### config.mk
export PLATFORM = sky130hd
export DESIGN_NAME = alu_div
export DESIGN_NICKNAME = d
export VERILOG_FILES = /design/src/rtl/alu_div.sv
export SDC_FILE = /design/constraint.sdc
export NUM_CORES = 1
export LEC_CHECK = 0
export CAP_MARGIN = 5
export CORE_MARGIN = 2
export CORE_UTILIZATION = 45
export CTS_CLUSTER_DIAMETER = 50
export DETAILED_ROUTE_END_ITERATION = 6
export PLACE_DENSITY_LB_ADDON = 0.1
export SLEW_MARGIN = 20
export SYNTH_ARGS = -nofsm -noshare
export SYNTH_HDL_FRONTEND = slang
export SYNTH_SLANG_ARGS = --single-unit
### constraint.sdc
create_clock -name clock -period 7.2 [get_ports clock]
set_input_delay 1.08 -clock clock [delete_from_list [all_inputs] [get_ports clock]]
set_output_delay 1.08 -clock clock [all_outputs]
set_load 0.03 [all_outputs]
### src/rtl/alu_div.sv
// alu_div: restoring divider, one quotient bit per clock; start/busy/done handshake, quotient/remainder/div_zero/ovf held until next result
module alu_div #(
  parameter int WIDTH = 16
) (
  input  logic             clock,
  input  logic             reset,
  input  logic             start,
  input  logic             sgn,
  input  logic [WIDTH-1:0] dividend,
  input  logic [WIDTH-1:0] divisor,
  output logic             busy,
  output logic             done,
  output logic [WIDTH-1:0] quotient,
  output logic [WIDTH-1:0] remainder,
  output logic             div_zero,
  output logic             ovf
);
  localparam int CW = $clog2(WIDTH);
  typedef enum logic [1:0] {IDLE, RUN, DONE} state_t;
  state_t           state_q, state_d;
  logic [CW-1:0]    cnt_q, cnt_d;
  logic [WIDTH-1:0] pr_q, pr_d, wd_q, wd_d, dvs_q, dvs_d;
  logic [WIDTH-1:0] quo_q, quo_d, rem_q, rem_d;
  logic             nq_q, nq_d, nr_q, nr_d, ov_q, ov_d, dz_q, dz_d, ovf_q, ovf_d;
  logic [WIDTH:0]   sh, diff;
  logic             ge;
  logic [WIDTH-1:0] q_raw, r_raw;
  always_comb begin
    sh    = {pr_q, wd_q[WIDTH-1]};
    diff  = sh - {1'b0, dvs_q};
    ge    = ~diff[WIDTH];
    q_raw = {wd_q[WIDTH-2:0], ge};
    r_raw = ge ? diff[WIDTH-1:0] : sh[WIDTH-1:0];
    state_d = state_q;
    cnt_d   = cnt_q;
    pr_d    = pr_q;
    wd_d    = wd_q;
    dvs_d   = dvs_q;
    nq_d    = nq_q;
    nr_d    = nr_q;
    ov_d    = ov_q;
    quo_d   = quo_q;
    rem_d   = rem_q;
    dz_d    = dz_q;
    ovf_d   = ovf_q;
    if (state_q == RUN) begin
      pr_d  = r_raw;
      wd_d  = q_raw;
      cnt_d = cnt_q + 1'b1;
      if (cnt_q == CW'(WIDTH - 1)) begin
        state_d = DONE;
        quo_d   = nq_q ? -q_raw : q_raw;
        rem_d   = nr_q ? -r_raw : r_raw;
        dz_d    = 1'b0;
        ovf_d   = ov_q;
      end
    end else if (start) begin
      if (divisor == '0) begin
        state_d = DONE;
        quo_d   = '1;
        rem_d   = dividend;
        dz_d    = 1'b1;
        ovf_d   = 1'b0;
      end else begin
        state_d = RUN;
        cnt_d   = '0;
        pr_d    = '0;
        wd_d    = (sgn && dividend[WIDTH-1]) ? -dividend : dividend;
        dvs_d   = (sgn && divisor[WIDTH-1]) ? -divisor : divisor;
        nq_d    = sgn && (dividend[WIDTH-1] ^ divisor[WIDTH-1]);
        nr_d    = sgn && dividend[WIDTH-1];
        ov_d    = sgn && dividend == {1'b1, {(WIDTH-1){1'b0}}} && &divisor;
      end
    end else begin
      state_d = IDLE;
    end
  end
  always_ff @(posedge clock) begin
    if (reset) begin
      state_q <= IDLE;
      cnt_q   <= '0;
      pr_q    <= '0;
      wd_q    <= '0;
      dvs_q   <= '0;
      nq_q    <= 1'b0;
      nr_q    <= 1'b0;
      ov_q    <= 1'b0;
      quo_q   <= '0;
      rem_q   <= '0;
      dz_q    <= 1'b0;
      ovf_q   <= 1'b0;
    end else begin
      state_q <= state_d;
      cnt_q   <= cnt_d;
      pr_q    <= pr_d;
      wd_q    <= wd_d;
      dvs_q   <= dvs_d;
      nq_q    <= nq_d;
      nr_q    <= nr_d;
      ov_q    <= ov_d;
      quo_q   <= quo_d;
      rem_q   <= rem_d;
      dz_q    <= dz_d;
      ovf_q   <= ovf_d;
    end
  end
  assign busy      = state_q == RUN;
  assign done      = state_q == DONE;
  assign quotient  = quo_q;
  assign remainder = rem_q;
  assign div_zero  = dz_q;
  assign ovf       = ovf_q;
endmodule

==> implementation parameters, run 1 <==
Parameter                              Value

STA
  Hold Violations, Final    0
  RSZ-0062 raised after global routing    false
  Share of the clock period used by the worst path    between 60% and 70%
  Slew at the pin with the worst max-slew slack    0.984 ns
  Final Worst Setup Slack    around 2.9 ns
  Sum of negative setup slack    0 ns
  Worst clock skew    around 0.0086 ns
  Tightest slew margin relative to the limit    34.4%
  Maximum clock frequency    approximately 0.23 GHz
  Final Max Tran Viols    0
  Shortest period the worst path allows    4.33 ns
  Final setup violation count    0

Global route
  Met1 usage in global routing    between 30% and 40%
  Global-route wire length before repair    about 28,000 um
  GR Overflow Total    0
  Largest net degree at the start of global routing    between 90 and 100
  Global Route Usage Sum    around 25%
  Top Usage Layer GRT    met2
  Via count of the first global-routing pass    roughly 5,500
  GR Util met3    around 4.1%
  Met2 usage    between 40% and 50%
  Number of antenna violations at the first check in global routing    0

Clocking
  Cts hold-fix bufs    0
  Clock tree root driver cell    sky130_fd_sc_hd__clkbuf_16
  Post-CTS Setup Inserts    0
  Latest clock arrival within the worst-skew pair    0.36 ns
  Clock tree from TritonCTS    done
  Number of clock sinks    between 90 and 100
  Cts repair resizes    0
  Clock buffers created by TritonCTS    9
  Clock transition at path regs    ~0.070 ns
  Maximum level of the CTS H-tree    3
  Maximum buffer depth of the clock tree    2

Routing
  Ratio of routed vias to standard cells    5.89
  Routed via count    roughly 5,900
  WL final    18,100 um
  DRT Pass-1 Iters    7
  DRC viols    0
  Detail Route Antenna Nets    0
  Post-DR wirelength/cell    ~18 um
  DRC violation total after the first TritonRoute iteration    just under 700

Synth
  Share of synthesized area occupied by flip-flops and latches    about 30%
  Average size of a mapped cell    between 7 and 8 um^2
  Fraction of registers with async set or reset after synthesis    0%
  Number of warning messages in the yosys log    0
  Number of standard cells after synthesis    770
  Number of flops mapped to enable cells by yosys    0
  Number of distinct standard cells referenced by the synthesized netlist    72
  Syn_nets    about 830
  Post-Syn Area    0.00601 mm^2
  Register bit count reported by yosys    91
  Ys flop type    sky130_fd_sc_hd__dfxtp_1

Worst setup path
  Crit Path Max Fanout    19
  Category of the worst setup path capture point    flip-flop
  Arr. time, crit path    roughly 4.5 ns
  Worst path required time    approximately 7.4 ns
  Crit-path cells    inv_1 > ha_1 > inv_1 > fa_1 > a211oi_1 > or3_4 > a21oi_2 > o21a_4 > nor2_8 > inv_4 > a21oi_1 > ha_1 > nand2_1 > or3_1 > nand4_1 > and4_1 > nand2b_1 > xnor2_1 > o32ai_1
  Critical path's largest stage delay    around 0.40 ns
  Type of element launching the critical path    flip-flop
  Slowest stage cell on the critical path    sky130_fd_sc_hd__fa_1
  Cell class contributing the biggest share of worst-path delay    simple AND/OR/NAND/NOR gates
  Crit path buf inv count    3
  Critical Setup Path Class    flip-flop to flip-flop

Placement
  Placed wire-length estimate after detailed placement    13,500 um
  Dpl ws    between 2 and 3 ns
  Count of buffers inserted at the top-level ports    a little over 70
  Final weighted congestion in routability-driven placement    slightly above 0.9

Power
  Leakage    0.00264 uW
  VDD IR-drop max    roughly 0.26 mV
  Pwr per Cell Area    455 mW/mm^2

Die
  Die footprint    0.0143 mm^2
  Core Area    ~0.013 mm^2
  Horizontal die dimension    between 100 and 150 um
  Initial Util    about 46%
  Die Y-Extent    120 um
  Number of I/O pins    72
  FP Rows    42

Final layout
  FILL cells    ~1,200
  Fin util    between 50 and 60%
  Proportion of layout cells with a drive suffix above 1    around 6%
  Count of inserted antenna diode cells    0
  Area Growth Syn to Fin    18.5%
  Multi-input logic area    0.00389 mm^2
  Reg area    roughly 0.0018 mm^2
  Layout net count    approximately 900

Flow run
  Count of max-cap constraint violations    0

Worst hold path
  Hold WC Path Type    flip-flop to flip-flop

Status
  Status    finished, final reports clean
-- sequential cells by signal, summed over array words and instances, names as in the netlist, 2 cells and up --
signal	cells
dvs_q	16
pr_q	16
quotient	16
remainder	16
wd_q	16
cnt_q	4
state_q	2
-- cell type report --
type | instances | area share [%]
Clock buffer | 9 | 3.16
Clock inverter | 7 | 1.14
Inverter | 32 | 1.72
Multi-Input combinational cell | 602 | 54.6
Sequential cell | 91 | 25.6
Tap cell | 176 | 3.09
Timing Repair Buffer | 79 | 10.7
-- cells in the mapped netlist, types with 3 or more instances --
library cell	instances	area, um^2
sky130_fd_sc_hd__nand4_1	11	68.8
sky130_fd_sc_hd__mux2i_1	14	140
sky130_fd_sc_hd__a221oi_1	4	35.0
sky130_fd_sc_hd__nor3_1	25	125
sky130_fd_sc_hd__inv_1	31	116
sky130_fd_sc_hd__o21ai_1	3	15.0
sky130_fd_sc_hd__or4_1	4	30.0
sky130_fd_sc_hd__a22oi_1	5	37.5
sky130_fd_sc_hd__nand2b_1	7	43.8
sky130_fd_sc_hd__a21o_1	5	37.5
sky130_fd_sc_hd__o31ai_1	6	45.0
sky130_fd_sc_hd__nand2_1	75	282
sky130_fd_sc_hd__a211oi_1	30	225
sky130_fd_sc_hd__a21oi_1	56	280
sky130_fd_sc_hd__clkbuf_1	36	135
sky130_fd_sc_hd__nor2b_1	5	31.3
sky130_fd_sc_hd__o21ai_0	27	135
sky130_fd_sc_hd__buf_1	4	15.0
sky130_fd_sc_hd__o22ai_1	5	31.3
sky130_fd_sc_hd__and4_1	3	26.3
sky130_fd_sc_hd__a31oi_1	18	113
sky130_fd_sc_hd__xnor2_1	29	254
sky130_fd_sc_hd__dfxtp_1	91	1820
sky130_fd_sc_hd__ha_1	22	275
sky130_fd_sc_hd__and2_1	8	50.1
sky130_fd_sc_hd__nand3_1	21	105
sky130_fd_sc_hd__nor2_1	100	375
sky130_fd_sc_hd__o21a_1	4	30.0
sky130_fd_sc_hd__a222oi_1	9	90.1
sky130_fd_sc_hd__buf_2	3	15.0
sky130_fd_sc_hd__nor4_1	4	25.0
sky130_fd_sc_hd__xor2_1	37	324
sky130_fd_sc_hd__or3_1	12	75.1
sky130_fd_sc_hd__a311oi_1	7	61.3
-- per-layer routing --
layer	vias to the layer above	share of wire [%]
met1	2755	47
met2	206	45
met5	-	0
li1	2872	-
met3	29	5.9
met4	0	2.3
-- worst reg2reg max path, cell delays in order, from the launching register on --
cell	delay, ns
sky130_fd_sc_hd__dfxtp_1	0.35
sky130_fd_sc_hd__inv_1	0.07
sky130_fd_sc_hd__ha_1	0.18
sky130_fd_sc_hd__inv_1	0.06
sky130_fd_sc_hd__fa_1	0.40
sky130_fd_sc_hd__a211oi_1	0.39
sky130_fd_sc_hd__or3_4	0.24
sky130_fd_sc_hd__a21oi_2	0.11
sky130_fd_sc_hd__o21a_4	0.24
sky130_fd_sc_hd__nor2_8	0.34
sky130_fd_sc_hd__inv_4	0.17
sky130_fd_sc_hd__a21oi_1	0.23
sky130_fd_sc_hd__ha_1	0.30
sky130_fd_sc_hd__nand2_1	0.07
sky130_fd_sc_hd__or3_1	0.31
sky130_fd_sc_hd__nand4_1	0.16
sky130_fd_sc_hd__and4_1	0.24
sky130_fd_sc_hd__nand2b_1	0.12
sky130_fd_sc_hd__xnor2_1	0.12
sky130_fd_sc_hd__o32ai_1	0.10
-- cell usage in the layout, fill, tap and decap left out, types with 18 or more instances in the layout --
| cell type | n |
|---|---|
| sky130_fd_sc_hd__dfxtp_1 | 91 |
| sky130_fd_sc_hd__nor3_1 | 25 |
| sky130_fd_sc_hd__xor2_1 | 37 |
| sky130_fd_sc_hd__a211oi_1 | 30 |
| sky130_fd_sc_hd__nand3_1 | 20 |
| sky130_fd_sc_hd__a31oi_1 | 18 |
| sky130_fd_sc_hd__xnor2_1 | 29 |
| sky130_fd_sc_hd__nor2_1 | 100 |
| sky130_fd_sc_hd__o21ai_0 | 27 |
| sky130_fd_sc_hd__nand2_1 | 75 |
| sky130_fd_sc_hd__ha_1 | 22 |
| sky130_fd_sc_hd__a21oi_1 | 56 |
| sky130_fd_sc_hd__inv_1 | 31 |
| sky130_fd_sc_hd__clkdlybuf4s50_1 | 70 |
-- report_power, final --
| group | leakage, uW | switching (uW) | total [uW] | internal [uW] |
|---|---|---|---|---|
| combinational | 0.00174 | 1270 | 2130 | 862 |
| clock | 0.000153 | 221 | 497 | 275 |
| sequential | 0.000740 | 59.2 | 612 | 553 |
-- through the flow --
| step | area [um^2] | power [uW] | std cells | hold slack, ns |
|---|---|---|---|---|
| after detailed placement | 6810 | 2720 | 980 | 0.447 |
| after global routing | 7120 | 3460 | 996 | 0.478 |
| after floorplan | 6010 | 2280 | 770 | 0.432 |
| after global placement | 6810 | 2700 | 980 | 0.446 |
| after CTS | 7120 | 3230 | 996 | 0.458 |
| final | 7120 | 3240 | 996 | 0.458 |
-- cells by family after synthesis --
group	count (synthesis)	synth area share, %
and+or+nand+nor	291	23.2
AOI/OAI and AO/OA	204	23.5
DFF	91	30.3
buffers and inverters	77	5.10
xor gates and xnor gates	66	9.62
adders and majority gates	23	4.91
muxes	18	3.35
-- final timing paths --
| check | from | end | slack [ns] | cells past startpoint |
|---|---|---|---|---|
| worst max-delay path | wd_q[15] | remainder[8] | 2.87 | 19 |
| worst min-delay path | ov_q | ovf | 0.46 | 2 |
| worst max register to register | wd_q[15] | remainder[8] | 2.87 | 19 |
| worst min register to register | ov_q | ovf | 0.46 | 2 |
No activity file was read; power rests on OpenSTA's default activity.
==> run 2: changes to the inputs <==
- clock period: 7.2 -> 3.8 ns (I/O delays scaled with it)
==> run 2 against run 1 <==
The flow now finishes with violations (DRC). Routed wire length grew 5.2%. Clock skew grew 0.00056 ns. Global-route usage up 1.8 points. Sequential power rose by 90%. Die area unchanged. Setup slack got worse by 2.7 ns. Clock-buffer cell count up 1. Critical path type unchanged. Largest power group unchanged. Highest routed layer unchanged.
==> implementation parameters, run 2 (same netlist as run 1, synthesis figures left out) <==
Parameter                              Value

Status
  Status    finished, violations left
  Violations in the final reports    DRC

Clocking
  Clock tree root driver cell    sky130_fd_sc_hd__clkbuf_16
  Clock tree from TritonCTS    done
  Clock buffers created by TritonCTS    9 (unchanged)
  Maximum buffer depth of the clock tree    2 (unchanged)
  Cts hold-fix bufs    0 (unchanged)
  Clock transition at path regs    0.07 ns (about the same)
  Latest clock arrival within the worst-skew pair    0.36 ns (about the same)
  Maximum level of the CTS H-tree    3 (unchanged)
  Number of clock sinks    91 (unchanged)

Final layout
  Layout net count    906 (+3.7%)
  Most common library cell in the layout ignoring fill and taps    sky130_fd_sc_hd__nor2_1
  Fin util    56.2% (+2.0 points)
  Proportion of layout cells with a drive suffix above 1    10.2% (+4.4 points)
  Area Growth Syn to Fin    22.9%
  Commonest non-fill, non-tap cells in the layout    100 x sky130_fd_sc_hd__nor2_1, 91 x sky130_fd_sc_hd__dfxtp_1, 75 x sky130_fd_sc_hd__nand2_1
  FILL cells    1,252 (+0.40%)
  Count of inserted antenna diode cells    0 (unchanged)
  Number of standard cells in the final layout excluding fillers    1,028 (+3.2%)

Power
  VDD IR-drop max    0.515 mV (+100%)
  Leakage    0.00277 uW (+5.1%)
  Pwr per Cell Area    903 mW/mm^2 (+99%)

Die
  FP Rows    42 (unchanged)
  Horizontal die dimension    120 um (unchanged)
  Number of I/O pins    72 (unchanged)
  Die footprint    0.0143 mm^2 (unchanged)
  Die Y-Extent    120 um (unchanged)
  Core Area    0.0131 mm^2 (unchanged)
  Initial Util    45.8% (unchanged)

Global route
  Via count of the first global-routing pass    5,664 (+2.5%)
  Global-route wire length before repair    30,400 um (+7.0%)
  Number of antenna violations at the first check in global routing    0 (unchanged)
  Global Route Usage Sum    27.0% (+1.8 points)
  GR Overflow Total    0 (unchanged)
  Largest net degree at the start of global routing    63 (-32%)

STA
  Tightest slew margin relative to the limit    52.5% (+18 points)
  Final setup violation count    0 (unchanged)
  Worst hold slack    0.454 ns (-0.00467 ns)
  Maximum clock frequency    0.275 GHz (+19%)
  Hold Violations, Final    0 (unchanged)
  Worst clock skew    0.00919 ns (+0.000562 ns)
  Shortest period the worst path allows    3.64 ns (-0.696 ns)
  Slew at the pin with the worst max-slew slack    0.709 ns (-0.275 ns)
  Share of the clock period used by the worst path    95.7% (+36 points)
  Final Max Tran Viols    0 (unchanged)

Routing
  Ratio of routed vias to standard cells    5.85 (-0.62%)
  Detail Route Antenna Nets    0 (unchanged)
  DRC violation total after the first TritonRoute iteration    600 (-11%)
  WL final    19,100 um (+5.2%)
  DRT Pass-1 Iters    7 (unchanged)
  DRC viols    1 (+1)
  Post-DR wirelength/cell    18.5 um (+2.0%)
  Routed via count    6,013 (+2.6%)

Flow run
  Count of max-cap constraint violations    0 (unchanged)

Worst setup path
  Category of the worst setup path capture point    flip-flop
  Critical Setup Path Class    flip-flop to flip-flop
  Reg-to-reg critical path startpoint    wd_q[15]
  Type of element launching the critical path    flip-flop
  Worst path required time    4.02 ns (-3.38 ns)
  Arr. time, crit path    3.86 ns (-0.68 ns)
  Crit Path Max Fanout    6 (-13)
  Worst setup path start    wd_q[15]

Placement
  Final weighted congestion in routability-driven placement    0.887 (-4.8%)
  Count of buffers inserted at the top-level ports    71 (unchanged)
  Number of instances in the placed design    1,006 (+2.7%)
  Placed wire-length estimate after detailed placement    14,500 um (+7.0%)

Worst hold path
  Hold WC Path Type    flip-flop to flip-flop
  Min-delay src    ov_q
run 2: cell types whose count changed in the layout (fill, tap and decap cells not counted), sizes merged:
cell,previous run,this run
buf,9,41
clkbuf,9,10
clkinv,2,0
clkinvlp,0,2
inv,36,35
run 2: through the flow:
stage / total power (uW) / setup slack [ns] / TNS, ns / cell area (um^2)
finish: 6670 / 0.164 / 0 / 7390
global route: 7130 / -0.0232 / -0.0391 / 7390
CTS: 6450 / 0.0170 / 0 / 7320
detailed placement: 5510 / 0.0217 / 0 / 7020
global placement: 5460 / 0.155 / 0 / 7010
floorplan: 4340 / 0.0677 / 0 / 6020
run 2: area by class of cell:
type | instances | area (um^2) | share of cell area, %
tap | 176 | 220 | 2.98
timing repair buffer | 111 | 1010 | 13.6
multi-input combinational | 602 | 3920 | 53.0
sequential | 91 | 1820 | 24.7
inverter | 32 | 123 | 1.66
clock inverter | 6 | 71.3 | 0.965
clock buffer | 10 | 229 | 3.10
run 2: worst paths after layout:
| check | to | cells past startpoint | slack, ns |
|---|---|---|---|
| min reg2reg | ovf | 2 | 0.45 |
| max reg2reg | remainder[8] | 20 | 0.16 |
| min | ovf | 2 | 0.45 |
| max | remainder[8] | 20 | 0.16 |
run 2: repair_timing:
action,4_1_cts,5_1_grt
setup endpoints to repair,0,7
setup buffers,0,6
resized for setup,0,8
run 2: metal layers:
| layer | track usage [%] | part of all wire, % | up-vias |
|---|---|---|---|
| met4 | 10.4 | 2.6 | 0 |
| met5 | 0 | 0 | - |
| met1 | 38.1 | 47 | 2818 |
| met2 | 41.9 | 45 | 238 |
| met3 | 3.61 | 5.8 | 31 |
| li1 | - | - | 2926 |
run 2: power breakdown:
group	switching, uW	internal, uW	total, uW
registers	111	1050	1160
clock network	414	518	932
logic	2630	1950	4580
run 2: critical path, stage by stage (launching register included):
cell and delay, ns:
sky130_fd_sc_hd__dfxtp_1 0.31, sky130_fd_sc_hd__inv_1 0.05, sky130_fd_sc_hd__ha_2 0.18, sky130_fd_sc_hd__inv_1 0.05, sky130_fd_sc_hd__fa_2 0.37, sky130_fd_sc_hd__a211oi_2 0.27
sky130_fd_sc_hd__or3_4 0.19, sky130_fd_sc_hd__a21oi_4 0.08, sky130_fd_sc_hd__nor3_4 0.29, sky130_fd_sc_hd__nor2_8 0.09, sky130_fd_sc_hd__inv_4 0.09, sky130_fd_sc_hd__nor2_1 0.05
sky130_fd_sc_hd__a21oi_2 0.13, sky130_fd_sc_hd__ha_2 0.24, sky130_fd_sc_hd__nand2_1 0.05, sky130_fd_sc_hd__or3_1 0.31, sky130_fd_sc_hd__nand4_1 0.14, sky130_fd_sc_hd__and4_1 0.24
sky130_fd_sc_hd__nand2b_1 0.14, sky130_fd_sc_hd__xnor2_1 0.12, sky130_fd_sc_hd__o32ai_1 0.09
==> run 3: changes to the inputs <==
- CAP_MARGIN: 5 -> 20
==> results of run 3 <==
No change in the layout: final DEF, timing and power equal those of run 2.
